$ cat src/rtl/dm_port_arbiter.sv
// dm_port_arbiter: shares one data-memory port between the CPU MEM stage
// and a debug/loader master. CPU has default priority.
//
// Ports (clk_i, rst_i sync active-high):
//   cpu_*   : CPU request/we/addr/wdata in, rdata (comb) and stall out
//   dbg_*   : debug request/we/lock/addr/wdata in, gnt, rdata, rvalid out
//   mem_*   : memory strobes/addr/wdata out, comb rdata in
//   perf_*  : only with DM_ARB_PERF_EN defined; stall and debug-grant
//             event counters, wrap at 2^32, cleared by rst_i
//
// Fairness: a starvation counter forces a waiting debug request through
// after STARVE_MAX denied cycles; a burst counter hands the port back to
// a waiting CPU after BURST_MAX locked debug grants.
module dm_port_arbiter #(
  parameter int ADDR_W     = 32,
  parameter int DATA_W     = 32,
  parameter int STARVE_MAX = 4,
  parameter int BURST_MAX  = 8
) (
  input  logic              clk_i,
  input  logic              rst_i,
  input  logic              cpu_req_i,
  input  logic              cpu_we_i,
  input  logic [ADDR_W-1:0] cpu_addr_i,
  input  logic [DATA_W-1:0] cpu_wdata_i,
  output logic [DATA_W-1:0] cpu_rdata_o,
  output logic              cpu_stall_o,
  input  logic              dbg_req_i,
  input  logic              dbg_we_i,
  input  logic              dbg_lock_i,
  input  logic [ADDR_W-1:0] dbg_addr_i,
  input  logic [DATA_W-1:0] dbg_wdata_i,
  output logic              dbg_gnt_o,
  output logic [DATA_W-1:0] dbg_rdata_o,
  output logic              dbg_rvalid_o,
  output logic              mem_we_o,
  output logic              mem_re_o,
  output logic [ADDR_W-1:0] mem_addr_o,
  output logic [DATA_W-1:0] mem_wdata_o,
  input  logic [DATA_W-1:0] mem_rdata_i
`ifdef DM_ARB_PERF_EN
  ,
  output logic [31:0]       perf_cpu_stall_o,
  output logic [31:0]       perf_dbg_gnt_o
`endif
);

  localparam int SW = $clog2(STARVE_MAX + 1);
  localparam int BW = $clog2(BURST_MAX + 1);

  localparam logic [SW-1:0] S_MAX = SW'(STARVE_MAX);
  localparam logic [BW-1:0] B_MAX = BW'(BURST_MAX);
  localparam logic [BW-1:0] B_ONE = BW'(1);

  typedef enum logic {
    OWN_CPU = 1'b0,
    OWN_DBG = 1'b1
  } own_e;

  own_e          state_q;
  own_e          state_d;
  logic [SW-1:0] starve_q;
  logic [SW-1:0] starve_d;
  logic [BW-1:0] burst_q;
  logic [BW-1:0] burst_d;

  logic dbg_gnt;
  logic cpu_gnt;
  logic dbg_rd;

  // Grant decision. Reset masks both grants so no strobe can fire.
  always_comb begin
    dbg_gnt = 1'b0;
    if (!rst_i && dbg_req_i) begin
      unique case (state_q)
        OWN_CPU: dbg_gnt = !cpu_req_i || (starve_q == S_MAX);
        OWN_DBG: dbg_gnt = !cpu_req_i || (burst_q < B_MAX);
      endcase
    end
    cpu_gnt = !rst_i && cpu_req_i && !dbg_gnt;
  end

  assign dbg_rd = dbg_gnt && !dbg_we_i;

  assign dbg_gnt_o   = dbg_gnt;
  assign cpu_stall_o = !rst_i && cpu_req_i && !cpu_gnt;
  assign cpu_rdata_o = mem_rdata_i;

  // Memory port mux: idle cycles drive zeros.
  always_comb begin
    mem_we_o    = 1'b0;
    mem_re_o    = 1'b0;
    mem_addr_o  = '0;
    mem_wdata_o = '0;
    unique case (1'b1)
      dbg_gnt: begin
        mem_we_o    = dbg_we_i;
        mem_re_o    = !dbg_we_i;
        mem_addr_o  = dbg_addr_i;
        mem_wdata_o = dbg_wdata_i;
      end
      cpu_gnt: begin
        mem_we_o    = cpu_we_i;
        mem_re_o    = !cpu_we_i;
        mem_addr_o  = cpu_addr_i;
        mem_wdata_o = cpu_wdata_i;
      end
      default: ;
    endcase
  end

  // Next state. Any cycle without a locked debug grant ends the burst.
  always_comb begin
    state_d  = OWN_CPU;
    burst_d  = '0;
    starve_d = '0;
    if (dbg_req_i && !dbg_gnt) begin
      if (starve_q == S_MAX) begin
        starve_d = S_MAX;
      end else begin
        starve_d = starve_q + 1'b1;
      end
    end
    if (dbg_gnt && dbg_lock_i) begin
      state_d = OWN_DBG;
      if (state_q == OWN_CPU) begin
        burst_d = B_ONE;
      end else if (burst_q == B_MAX) begin
        burst_d = B_MAX;
      end else begin
        burst_d = burst_q + 1'b1;
      end
    end
  end

  always_ff @(posedge clk_i) begin
    if (rst_i) begin
      state_q  <= OWN_CPU;
      starve_q <= '0;
      burst_q  <= '0;
    end else begin
      state_q  <= state_d;
      starve_q <= starve_d;
      burst_q  <= burst_d;
    end
  end

  // Debug read data is captured at the edge that ends the granted read.
  always_ff @(posedge clk_i) begin
    if (rst_i) begin
      dbg_rvalid_o <= 1'b0;
      dbg_rdata_o  <= '0;
    end else begin
      dbg_rvalid_o <= dbg_rd;
      if (dbg_rd) begin
        dbg_rdata_o <= mem_rdata_i;
      end
    end
  end

`ifdef DM_ARB_PERF_EN
  always_ff @(posedge clk_i) begin
    if (rst_i) begin
      perf_cpu_stall_o <= '0;
      perf_dbg_gnt_o   <= '0;
    end else begin
      if (cpu_stall_o) begin
        perf_cpu_stall_o <= perf_cpu_stall_o + 32'd1;
      end
      if (dbg_gnt) begin
        perf_dbg_gnt_o <= perf_dbg_gnt_o + 32'd1;
      end
    end
  end
`endif

endmodule
$ cat config.mk
export PLATFORM = sky130hd
export DESIGN_NAME = dm_port_arbiter
export DESIGN_NICKNAME = d
export VERILOG_FILES = /design/src/rtl/dm_port_arbiter.sv
export SDC_FILE = /design/constraint.sdc
export NUM_CORES = 1
export LEC_CHECK = 0
export ABC_CLOCK_PERIOD_IN_PS = 2370
export CAP_MARGIN = 0
export CORE_MARGIN = 10
export CORE_UTILIZATION = 32
export CTS_CLUSTER_SIZE = 30
export DETAILED_ROUTE_END_ITERATION = 10
export GPL_ROUTABILITY_DRIVEN = 0
export PLACE_DENSITY_LB_ADDON = 0.25
export SYNTH_ARGS = -nofsm -noshare
export SYNTH_HDL_FRONTEND = slang
export SYNTH_SLANG_ARGS = --single-unit
$ cat constraint.sdc
create_clock -name clk_i -period 2.37 [get_ports clk_i]
set_input_delay 0.3555 -clock clk_i [delete_from_list [all_inputs] [get_ports clk_i]]
set_output_delay 0.3555 -clock clk_i [all_outputs]
set_load 0.1 [all_outputs]
==> out/metrics.cfg <==
[final_layout]
final_common_cell=clkdlybuf4s50_1
num-nets-final=893
mostFrequentLayoutCells=clkdlybuf4s50_1 (166), buf_12 (113), inv_1 (69), nand2_1 (68)
num-fill-cells=588
seq_area_um2=823
multi_input_area_mm2=0.00275
area_growth_pct=150
fin_area_mm2=0.00855
drive_gt1_share_pct=36.1

[critical_path]
critical_path.endpoint_type=output port
startpoint_type=register
cp_slowest_stage_delay_ns=0.34
worst_ep_required_time_ns=2.01
cp_slowest_cell=dfxtp_2
critPathKind=reg -> out
path_cells=inv_2 -> ha_4 -> and3b_2 -> o31ai_4 -> buf_6 -> buf_12 -> buf_16 -> mux2i_4 -> buf_12
cp_max_fo=5
crit_arrival_ns=2.20
cpMostUsedCell=buf_12

[synthesis]
yosys_warnings=0
post_synth_num_cell_types=28
avgSynthCellArea_um2=7.88
ys_seq_elements=41
synth_cells=434
netlist_top_cells_area=mux2i_1 (29%), dfxtp_1 (24%), nand2b_1 (12%), inv_1 (7.9%), buf_4 (7.5%)
synth.net_count=605
yosysTopAreaCellShare_pct=28.7
yosys.area.top_type=mux2i_1
ys_seq_area_share_pct=24.0
synth_area_mm2=0.00342

[clock_tree]
cts_tree=done
cts_num_sinks=41
htree_levels=2
clock_path_buffers=2
clk_latency_ns=0.29
cts_buffers=5
path_clk_slew_ns=0.08
cts_root_buffer=clkbuf_8

[sta]
finalClockSkew_ns=0.00812
relSlewSlack_pct=71.5
rsz0062_at_grt=yes
timing.final.crit_share_pct=108
finalCriticalPeriod_ns=2.55
setup_viol=68
drv_slew=0
maxClockFrequency_mhz=392
finalSetupTns_ns=-9.10
finalHoldViolCount=0
worst_slack_ns=-0.184
worstMarginPinSlew_ns=0.428

[global_route]
grt.total_usage_pct=23.1
antenna_found_initial=5
grt_max_degree=67
grt_pass1_vias=4372
grt_pass1_wl_mm=26.9
grt_overflow_total=0

[power_and_ir_drop]
ir_drop_uv=313
p_per_area_mw_per_mm2=402
p_leak_nw=3.60

[placement]
placed_cell_area_mm2=0.00825
dp_hpwl_mm=15.9
portBuffers=299
place_ws_ns=-0.201

[outcome]
violations=negative setup slack
status=complete, but fails checks

[min_path]
hold_class=reg -> reg

[floorplanning]
die_x_um=123
die_y_um=123
dieArea_mm2=0.0152
core_area_mm2=0.0104
start_util_pct=33.0
io_pins=300
rows=37

[run]
drv_cap=0

[detailed_routing]
dr.pass1.iters=4
wire_per_inst_um=21.0
routed_via_density=4.59
postRouteAntennaNets=0
drc_errors=0
vias=3960
totalWireLength_mm=18.1
first_iter_violations=171

-- cell usage after synthesis --
library cell and number:
dfxtp_1 41, nor3_1 2, buf_6 7, nor2_1 4
nand2_1 68, mux2i_1 98, inv_1 72, buf_4 34
nor2b_2 1, nand3_1 2, xnor2_1 2, buf_2 1
buf_12 3, o21ai_0 1, o311a_2 1, nor3b_1 1
o311a_1 1, nand3b_1 4, and3_2 1, nand4_1 1
nand2b_1 66, o31ai_1 1, a21boi_0 1, ha_1 4
clkbuf_1 13, and3b_1 1, nor2b_1 2, or2b_1 1
-- power by group --
group / leakage (nW) / switching (W) / internal, W / total, W
Sequential: 0.334 / 0.0000132 / 0.000711 / 0.000725
Combinational: 3.22 / 0.00131 / 0.000913 / 0.00222
Clock: 0.0512 / 0.000250 / 0.000236 / 0.000487
Total: 3.60 / 0.00157 / 0.00186 / 0.00343
-- final cells by class --
type / instances / area share, %
well taps: 136 / 1.99
multi-input cells: 263 / 32.2
diodes: 4 / 0.117
flip-flops and latches: 41 / 9.63
clock buffers: 6 / 0.966
inverters: 72 / 3.16
repair buffers: 339 / 51.8
clock inverters: 2 / 0.161
-- per-stage QoR --
| step | utilization (%) | hold slack (ns) | std cells | power, W |
|---|---|---|---|---|
| finish | 82.4 | 0.479 | 863 | 0.00343 |
| detailed placement | 79.6 | 0.423 | 837 | 0.00295 |
| CTS | 81.7 | 0.481 | 852 | 0.00346 |
| floorplan | - | 0.405 | 434 | 0.00209 |
| global placement | 79.6 | 0.413 | 837 | 0.00291 |
| global route | 82.4 | 0.495 | 863 | 0.00355 |
-- worst paths after layout --
kind	start	end	slack, ns	cells after the start
worst max register to register	starve_q[1]	burst_q[1]	0.56	10
worst max-delay path	starve_q[1]	mem_wdata_o[18]	-0.18	9
worst min register to register	dbg_rdata_o[15]	dbg_rdata_o[15]	0.48	2
worst min-delay path	dbg_rdata_o[15]	dbg_rdata_o[15]	0.48	2
-- worst max-delay path: cells and delay by family (launching register included) --
kind / cells / cell delay (ns)
DFF: 1 / 0.34
adders and majority gates: 1 / 0.16
AOI/OAI and AO/OA: 1 / 0.25
and+or+nand+nor: 1 / 0.22
muxes: 1 / 0.26
buffers and inverters: 5 / 0.66
-- logic make-up (layout without fill, tap and decap cells) --
family / Yosys count / count (layout) / synth area share [%]
AND/OR/NAND/NOR: 154 / 154 / 23.2
flip-flops: 41 / 41 / 24.0
other: 0 / 4 / 0
adder cells (fa/ha/maj): 4 / 4 / 1.46
multiplexers: 98 / 98 / 28.7
buffers and inverters: 130 / 419 / 21.0
AO/OA/AOI/OAI: 5 / 5 / 1.21
XOR/XNOR: 2 / 2 / 0.512
-- state kept, by name, indices dropped and copies added, names as in the netlist --
name,cells
dbg_rvalid_o,1
dbg_rdata_o,32
burst_q,4
state_q,1
starve_q,3
-- metal layers --
layer  wire length, um  GRT usage (%)
met3              1950           8.80
met2              9750           44.1
met5                13              0
met4               553           7.71
met1              5880           22.1
-- repair_timing --
action                     4_1_cts  5_1_grt
setup endpoints to repair       68       68
cloned                           1        1
pin swaps                        1        2
hold buffers                     0        0
gates resized for setup          9        2
buffers inserted                 6        7
Power figures use the tool's default switching activity.
